File: src/rtl/fetch_sequencer.sv
// fetch_sequencer
//   Multi-cycle fetch/execute sequencer for the 8-bit accumulator machine.
//   It owns the program counter and the instruction register. It shares the
//   single memory port between instruction fetch (PC address) and LW/SW data
//   access (accumulator address). It gates the decoder write enables so that
//   each instruction commits exactly once.
//
// Ports
//   clk, rst_n        clock; asynchronous active-low reset
//   run               fetch the next instruction when sampled at a boundary
//   mem_rdata         memory read data, valid while mem_ready=1
//   mem_ready         memory completes the current request this cycle
//   acc_q             accumulator: data address for LW/SW and branch target
//   brnch_in          decoder branch flag
//   cond_true         ALU "!= 0" result used by BNZ
//   reg_we_in         ungated decoder write enable
//   mem_we_in         ungated decoder write enable
//   acc_we_in         ungated decoder write enable
//   mem_req           memory request, held until mem_ready
//   mem_addr          pc during fetch, acc_q during a data access
//   sel_mem_in        0 = pc address, 1 = accumulator address
//   mem_we            gated memory write enable, only during a data access
//   reg_we, acc_we    gated one-cycle commit pulses
//   inst              instruction register
//   opcode            top three bits of inst, sent to the decoder
//   pc                program counter
//   retire            one-cycle pulse per completed instruction
module fetch_sequencer #(
    parameter int unsigned ADDR_W = 8,
    parameter int unsigned DATA_W = 8
) (
    input  logic              clk,
    input  logic              rst_n,
    input  logic              run,
    input  logic [DATA_W-1:0] mem_rdata,
    input  logic              mem_ready,
    input  logic [ADDR_W-1:0] acc_q,
    input  logic              brnch_in,
    input  logic              cond_true,
    input  logic              reg_we_in,
    input  logic              mem_we_in,
    input  logic              acc_we_in,
    output logic              mem_req,
    output logic [ADDR_W-1:0] mem_addr,
    output logic              sel_mem_in,
    output logic              mem_we,
    output logic              reg_we,
    output logic              acc_we,
    output logic [DATA_W-1:0] inst,
    output logic [2:0]        opcode,
    output logic [ADDR_W-1:0] pc,
    output logic              retire
);

    typedef enum logic [2:0] {
        IDLE,
        FETCH,
        DECODE,
        EXEC,
        MEM
    } seqStateT;

    seqStateT state;
    logic     memDone;
    logic     isMemOp;

    // Opcodes 110 (SW) and 111 (LW) share the two set top bits.
    assign isMemOp = (inst[DATA_W-1:DATA_W-2] == 2'b11);
    assign memDone = (state == MEM) && mem_ready;
    assign opcode  = inst[DATA_W-1:DATA_W-3];

    always_ff @(posedge clk or negedge rst_n) begin
        if (!rst_n) begin
            state <= IDLE;
            pc    <= '0;
            inst  <= '0;
        end else begin
            case (state)
                IDLE: begin
                    if (run) state <= FETCH;
                end
                FETCH: begin
                    if (mem_ready) begin
                        inst  <= mem_rdata;
                        state <= DECODE;
                    end
                end
                DECODE: begin
                    state <= isMemOp ? MEM : EXEC;
                end
                EXEC: begin
                    // Branch target is acc_q as seen this cycle; a
                    // simultaneous accumulator write only lands afterwards.
                    if (brnch_in && cond_true) pc <= acc_q;
                    else                       pc <= pc + ADDR_W'(1);
                    state <= run ? FETCH : IDLE;
                end
                MEM: begin
                    if (mem_ready) begin
                        pc    <= pc + ADDR_W'(1);
                        state <= run ? FETCH : IDLE;
                    end
                end
                default: state <= IDLE;
            endcase
        end
    end

    // Commit enables follow the decoder inputs in the same cycle, so they are
    // decoded from the registered state rather than registered themselves.
    // The asynchronous reset forces state to IDLE, which clears all of them
    // without waiting for a clock edge.
    always_comb begin
        mem_req    = (state == FETCH) || (state == MEM);
        sel_mem_in = (state == MEM);
        mem_addr   = (state == MEM) ? acc_q : pc;
        mem_we     = (state == MEM) && mem_we_in;
        reg_we     = ((state == EXEC) || memDone) && reg_we_in;
        acc_we     = (state == EXEC) && acc_we_in;
        retire     = (state == EXEC) || memDone;
    end

endmodule

File: config.mk
export PLATFORM = sky130hd
export DESIGN_NAME = fetch_sequencer
export DESIGN_NICKNAME = d
export VERILOG_FILES = /design/src/rtl/fetch_sequencer.sv
export SDC_FILE = /design/constraint.sdc
export NUM_CORES = 1
export LEC_CHECK = 0
export ABC_AREA = 1
export CAP_MARGIN = 25
export CORE_ASPECT_RATIO = 0.5
export CORE_UTILIZATION = 35
export CTS_CLUSTER_DIAMETER = 50
export DETAILED_ROUTE_END_ITERATION = 8
export HOLD_SLACK_MARGIN = 0.05
export PLACE_DENSITY = 0.79
export SYNTH_ARGS = -nofsm -noshare
export SYNTH_HDL_FRONTEND = slang
export SYNTH_SLANG_ARGS = --single-unit
File: constraint.sdc
create_clock -name clk -period 3 [get_ports clk]
set_clock_uncertainty 0.15 [all_clocks]
set_input_delay 0.3 -clock clk [delete_from_list [all_inputs] [get_ports clk]]
set_output_delay 0.3 -clock clk [all_outputs]
set_load 0.02 [all_outputs]
Word-level counts from Yosys, hierarchy flattened. Index checks and enable logic that the tools add are counted.

Logic and storage cells: 34. Bits of input ports: 25. Output and inout port bits: 33. Register bits after elaboration: 19.

Eq/ne operators: 8. Reduce and logical (&&, ||, !) cells: 12. Add/subtract/negate cells: 1. Mux-type cells: 10.

Operator list (count): $mux 8 (3); $pmux 8 s2 (1); $pmux 3 s5 (1); $mux 3 (4); $add 8x1->8 const B (1); $eq 3x2->1 const B (2); $ne 2x2->1 const B (3); $logic_and 1x1->1 (5); $reduce_and 2->1 (2); $eq 3x1->1 const B (1); $eq 3x3->1 const B (1); $logic_not 3->1 (1); $reduce_and 3->1 (1); $eq 2x2->1 const B (1); $logic_or 1x1->1 (2); $reduce_bool 2->1 (1); $mux 1 (1).

Depth between registers and ports, before layout.
Depth after elaboration: 4. Mapped depth: 8. Gate-level depth less buffers: 8.

Worst setup path before layout. No wires, ideal clock.

Path kind: register to output. From: register state[1]. To: output port mem_addr[0]. Data arrival time: 1.286 ns. Required time: 2.550 ns. Slack: 1.264 ns. Cell stages (with the launch flop): 5. Path buffers: 1. Cells stage by stage: dfrtp_1 > nor2_1 > nand2_2 > buf_2 > o21ai_0.

Word-level cells in the longest chain between the ends: 2.

RTL lines: start: declaration (line 63) `seqStateT state;`; start signal: assignment (line 89) `state <= isMemOp ? MEM : EXEC;`; start signal: assignment (line 96) `state <= run ? FETCH : IDLE;`; start signal: assignment (line 101) `state <= run ? FETCH : IDLE;`; $eq 3x3->1 (line 116) `mem_addr = (state == MEM) ? acc_q : pc;`; $mux 8 (line 116); end: declaration (line 44) `output logic [ADDR_W-1:0] mem_addr,`.

No other way between the ends.

Worst setup path after layout.
From: register state[1]. To: output port mem_addr[1].

The elaborated chain is that of the path after synthesis.

==> impl_metrics.env <==
export IMPL_outcome="finished clean"
export IMPL_crit_family="buffers and inverters"
export IMPL_crit_path_max_incr_delay_ns=0.66
export IMPL_insertion_delay_ns=0.26
export IMPL_drt_iter0_drc=74
export IMPL_cts_root_buf="clkbuf_8"
export IMPL_p_per_area_nw_per_um2=974
export IMPL_cts_setup_buffers=0
export IMPL_rsz0062_at_grt="no"
export IMPL_wl_um=3170
export IMPL_setup_worst_path_class="register to primary output"
export IMPL_dp_cells=291
export IMPL_swShare_pct=46.6
export IMPL_hold_viol=0
export IMPL_h_tree_depth=1
export IMPL_drv_cap=0
export IMPL_grt_pass1_wl_um=4840
export IMPL_gr_total_overflow=0
export IMPL_rr_endpoint="pc[4]"
export IMPL_place_hpwl_um=2380
export IMPL_max_slew_margin_rel_pct=42.0
export IMPL_synthCells=190
export IMPL_ys_types=24
export IMPL_ys_seq_area_share_pct=37.5
export IMPL_crit_path_top_delay_cell="clkdlybuf4s50_1"
export IMPL_fmax_mhz=383
export IMPL_tritoncts_num_buffers=3
export IMPL_rrSetupSlack_ns=1.29
export IMPL_critPathLaunch="state[1]"
export IMPL_clock_sinks=19
export IMPL_syn_area_per_cell_um2=6.68
export IMPL_area_growth_synth_to_final_pct=49.5
export IMPL_holdBufCountCts=0
export IMPL_finish_net_count=271
export IMPL_synth_edf_count=0
export IMPL_initial_core_util_pct=36.7
export IMPL_io_pins=58
export IMPL_ys_top_cells_by_area="dfrtp_1 37%, nand2_1 18%, inv_1 9.5%"
export IMPL_grt_busiest_layer="met2"
export IMPL_finalCritPeriodShare_pct=86.9
export IMPL_crit_end="mem_addr[1]"
export IMPL_first_pass_iters=5
export IMPL_clkPwrFrac_pct=10.0
export IMPL_synth_nets=216
export IMPL_async_reset_ff_share_pct=100
export IMPL_setup_tns_final_ns=0
export IMPL_die_h_um=44.6
export IMPL_post_cts_resized=0
export IMPL_finalPower_mw=1.85
export IMPL_grt_pass1_vias=1111
export IMPL_grt_max_degree=32
export IMPL_holdWs_ns=0.342
export IMPL_path_clk_slew_ns=0.07
export IMPL_routed_via_count=1335
export IMPL_netlist_area_leader_share_pct=37.5
export IMPL_drive_above_1_share_pct=5.33
export IMPL_die_x_um=87.1
export IMPL_r2r_start="state[1]"
export IMPL_synth_commonest_cells="62 x nand2_1, 32 x inv_1, 21 x o21ai_0"
export IMPL_yosysWarnings=0
export IMPL_report_final_setup_viol=0
export IMPL_met1_usage_pct=19.5
export IMPL_portBuffers=57
export IMPL_grtUsageMet2_pct=29.4
export IMPL_cp_num_buf_inv=1
export IMPL_combPwrFrac_pct=62.0
export IMPL_num_antenna_cells=0
export IMPL_slew_violations=0
export IMPL_avgRoutedWirePerCell_um=10.8
export IMPL_core_um2=3450
export IMPL_reg2reg_depth=6
export IMPL_synth_main_ff_cell="dfrtp_1"
export IMPL_die_area_um2=3880
export IMPL_pwr_share_seq_pct=28.0
export IMPL_final_antenna_net_count=0
export IMPL_drc=0
export IMPL_final_util_pct=54.9
export IMPL_post_route_min_period_ns=2.61
export IMPL_viasPerCell=4.53
export IMPL_worst_pin_slew_ns=0.868
export IMPL_cts_tree="done"
export IMPL_end_kind="primary output"
export IMPL_hp_class="register to register"
export IMPL_synth_most_common_cell="nand2_1"
export IMPL_yosys_area_top_type="dfrtp_1"
export IMPL_ys_ff_latch=19
export IMPL_vdd_drop_max_mv=0.283
export IMPL_cp_depth=4
export IMPL_start_kind="register"
export IMPL_rows=15
export IMPL_gr_usage_met3_pct=3.54
export IMPL_crit_required_ns=2.55
export IMPL_fin_cells=295
export IMPL_internal_power_mw=0.986
export IMPL_power_leakage_nw=0.940
export IMPL_crit_chain="nor2_1, nand2_2, o21ai_0, clkdlybuf4s50_1"
export IMPL_grtUsageTotal_pct=16.0
export IMPL_globalplace_congestion=0.844
export IMPL_antenna_found_initial=0
export IMPL_critPathArrivalTime_ns=2.16
export IMPL_worst_path_max_fanout=31
export IMPL_synth_area_um2=1270
export IMPL_power_switching_mw=0.861
export IMPL_clockBufferDepth=2
export IMPL_whs_path_depth=2
[cell usage in the layout (no fill, tap or decap), types with 2 or more instances in the layout]
cell,n
clkbuf_8,3
clkdlybuf4s50_1,57
dfrtp_1,19
inv_1,32
nand2_1,62
nand2_2,3
nand3_1,20
nand3b_1,2
nor2_1,11
o21ai_0,21
[flip-flops by register name, indices dropped and copies added (netlist names)]
signal	cells
pc	8
state	3
inst	8
[area by class of cell]
cell class	count	area, µm²
clock buffers	3	41.3
well taps	51	63.8
multi-input cells	130	611
flip-flops and latches	19	475
inverters	34	128
fillers	329	1560
repair buffers	57	571
clock inverters	1	7.51
[kinds of logic (layout without fill, tap and decap cells)]
logic type | Yosys count | after routing | share of synthesized area, %
AO/OA/AOI/OAI | 25 | 25 | 10.3
adder cells (fa/ha/maj) | 1 | 1 | 0.986
buffers and inverters | 41 | 95 | 14.4
flip-flops | 19 | 19 | 37.5
AND/OR/NAND/NOR | 104 | 104 | 36.9
[metrics by stage]
step,area (µm²),setup slack (ns)
CTS,1900,0.415
detailed placement,1850,0.530
global route,1900,0.278
finish,1900,0.392
global placement,1850,0.571
floorplan,1270,1.26
[per-layer routing]
| metal | vias up | wire length, µm |
|---|---|---|
| li1 | 692 | - |
| met1 | 604 | 1450 |
| met2 | 37 | 1570 |
| met3 | 2 | 136 |
| met4 | 0 | 18 |
| met5 | - | 0 |
[worst register-to-register path: stages (launching register included)]
cell and delay (ns):
dfrtp_1 0.42, nor2_1 0.16, nand2_2 0.33, nand2_2 0.30, nand3_1 0.11, nand3_1 0.07, nand2_1 0.05
[power groups by stage]
| stage | Combinational [mW] | Clock, mW | Sequential, mW |
|---|---|---|---|
| finish | 1.15 | 0.184 | 0.517 |
| global route | 1.24 | 0.201 | 0.536 |
| CTS | 1.15 | 0.191 | 0.514 |
| detailed placement | 1.15 | 0 | 0.519 |
| global placement | 1.12 | 0 | 0.517 |
| floorplan | 0.560 | 0 | 0.617 |
[worst min-delay path by stage]
stage,endpoint,from,slack [ns]
after floorplan,inst[0],rst_n,-0.15
after global placement,inst[4],inst[4],0.32
after detailed placement,inst[3],inst[3],0.33
after CTS,inst[4],inst[4],0.35
after global routing,inst[3],inst[3],0.36
final,inst[3],inst[3],0.34
No activity file was read; power rests on OpenSTA's default activity.
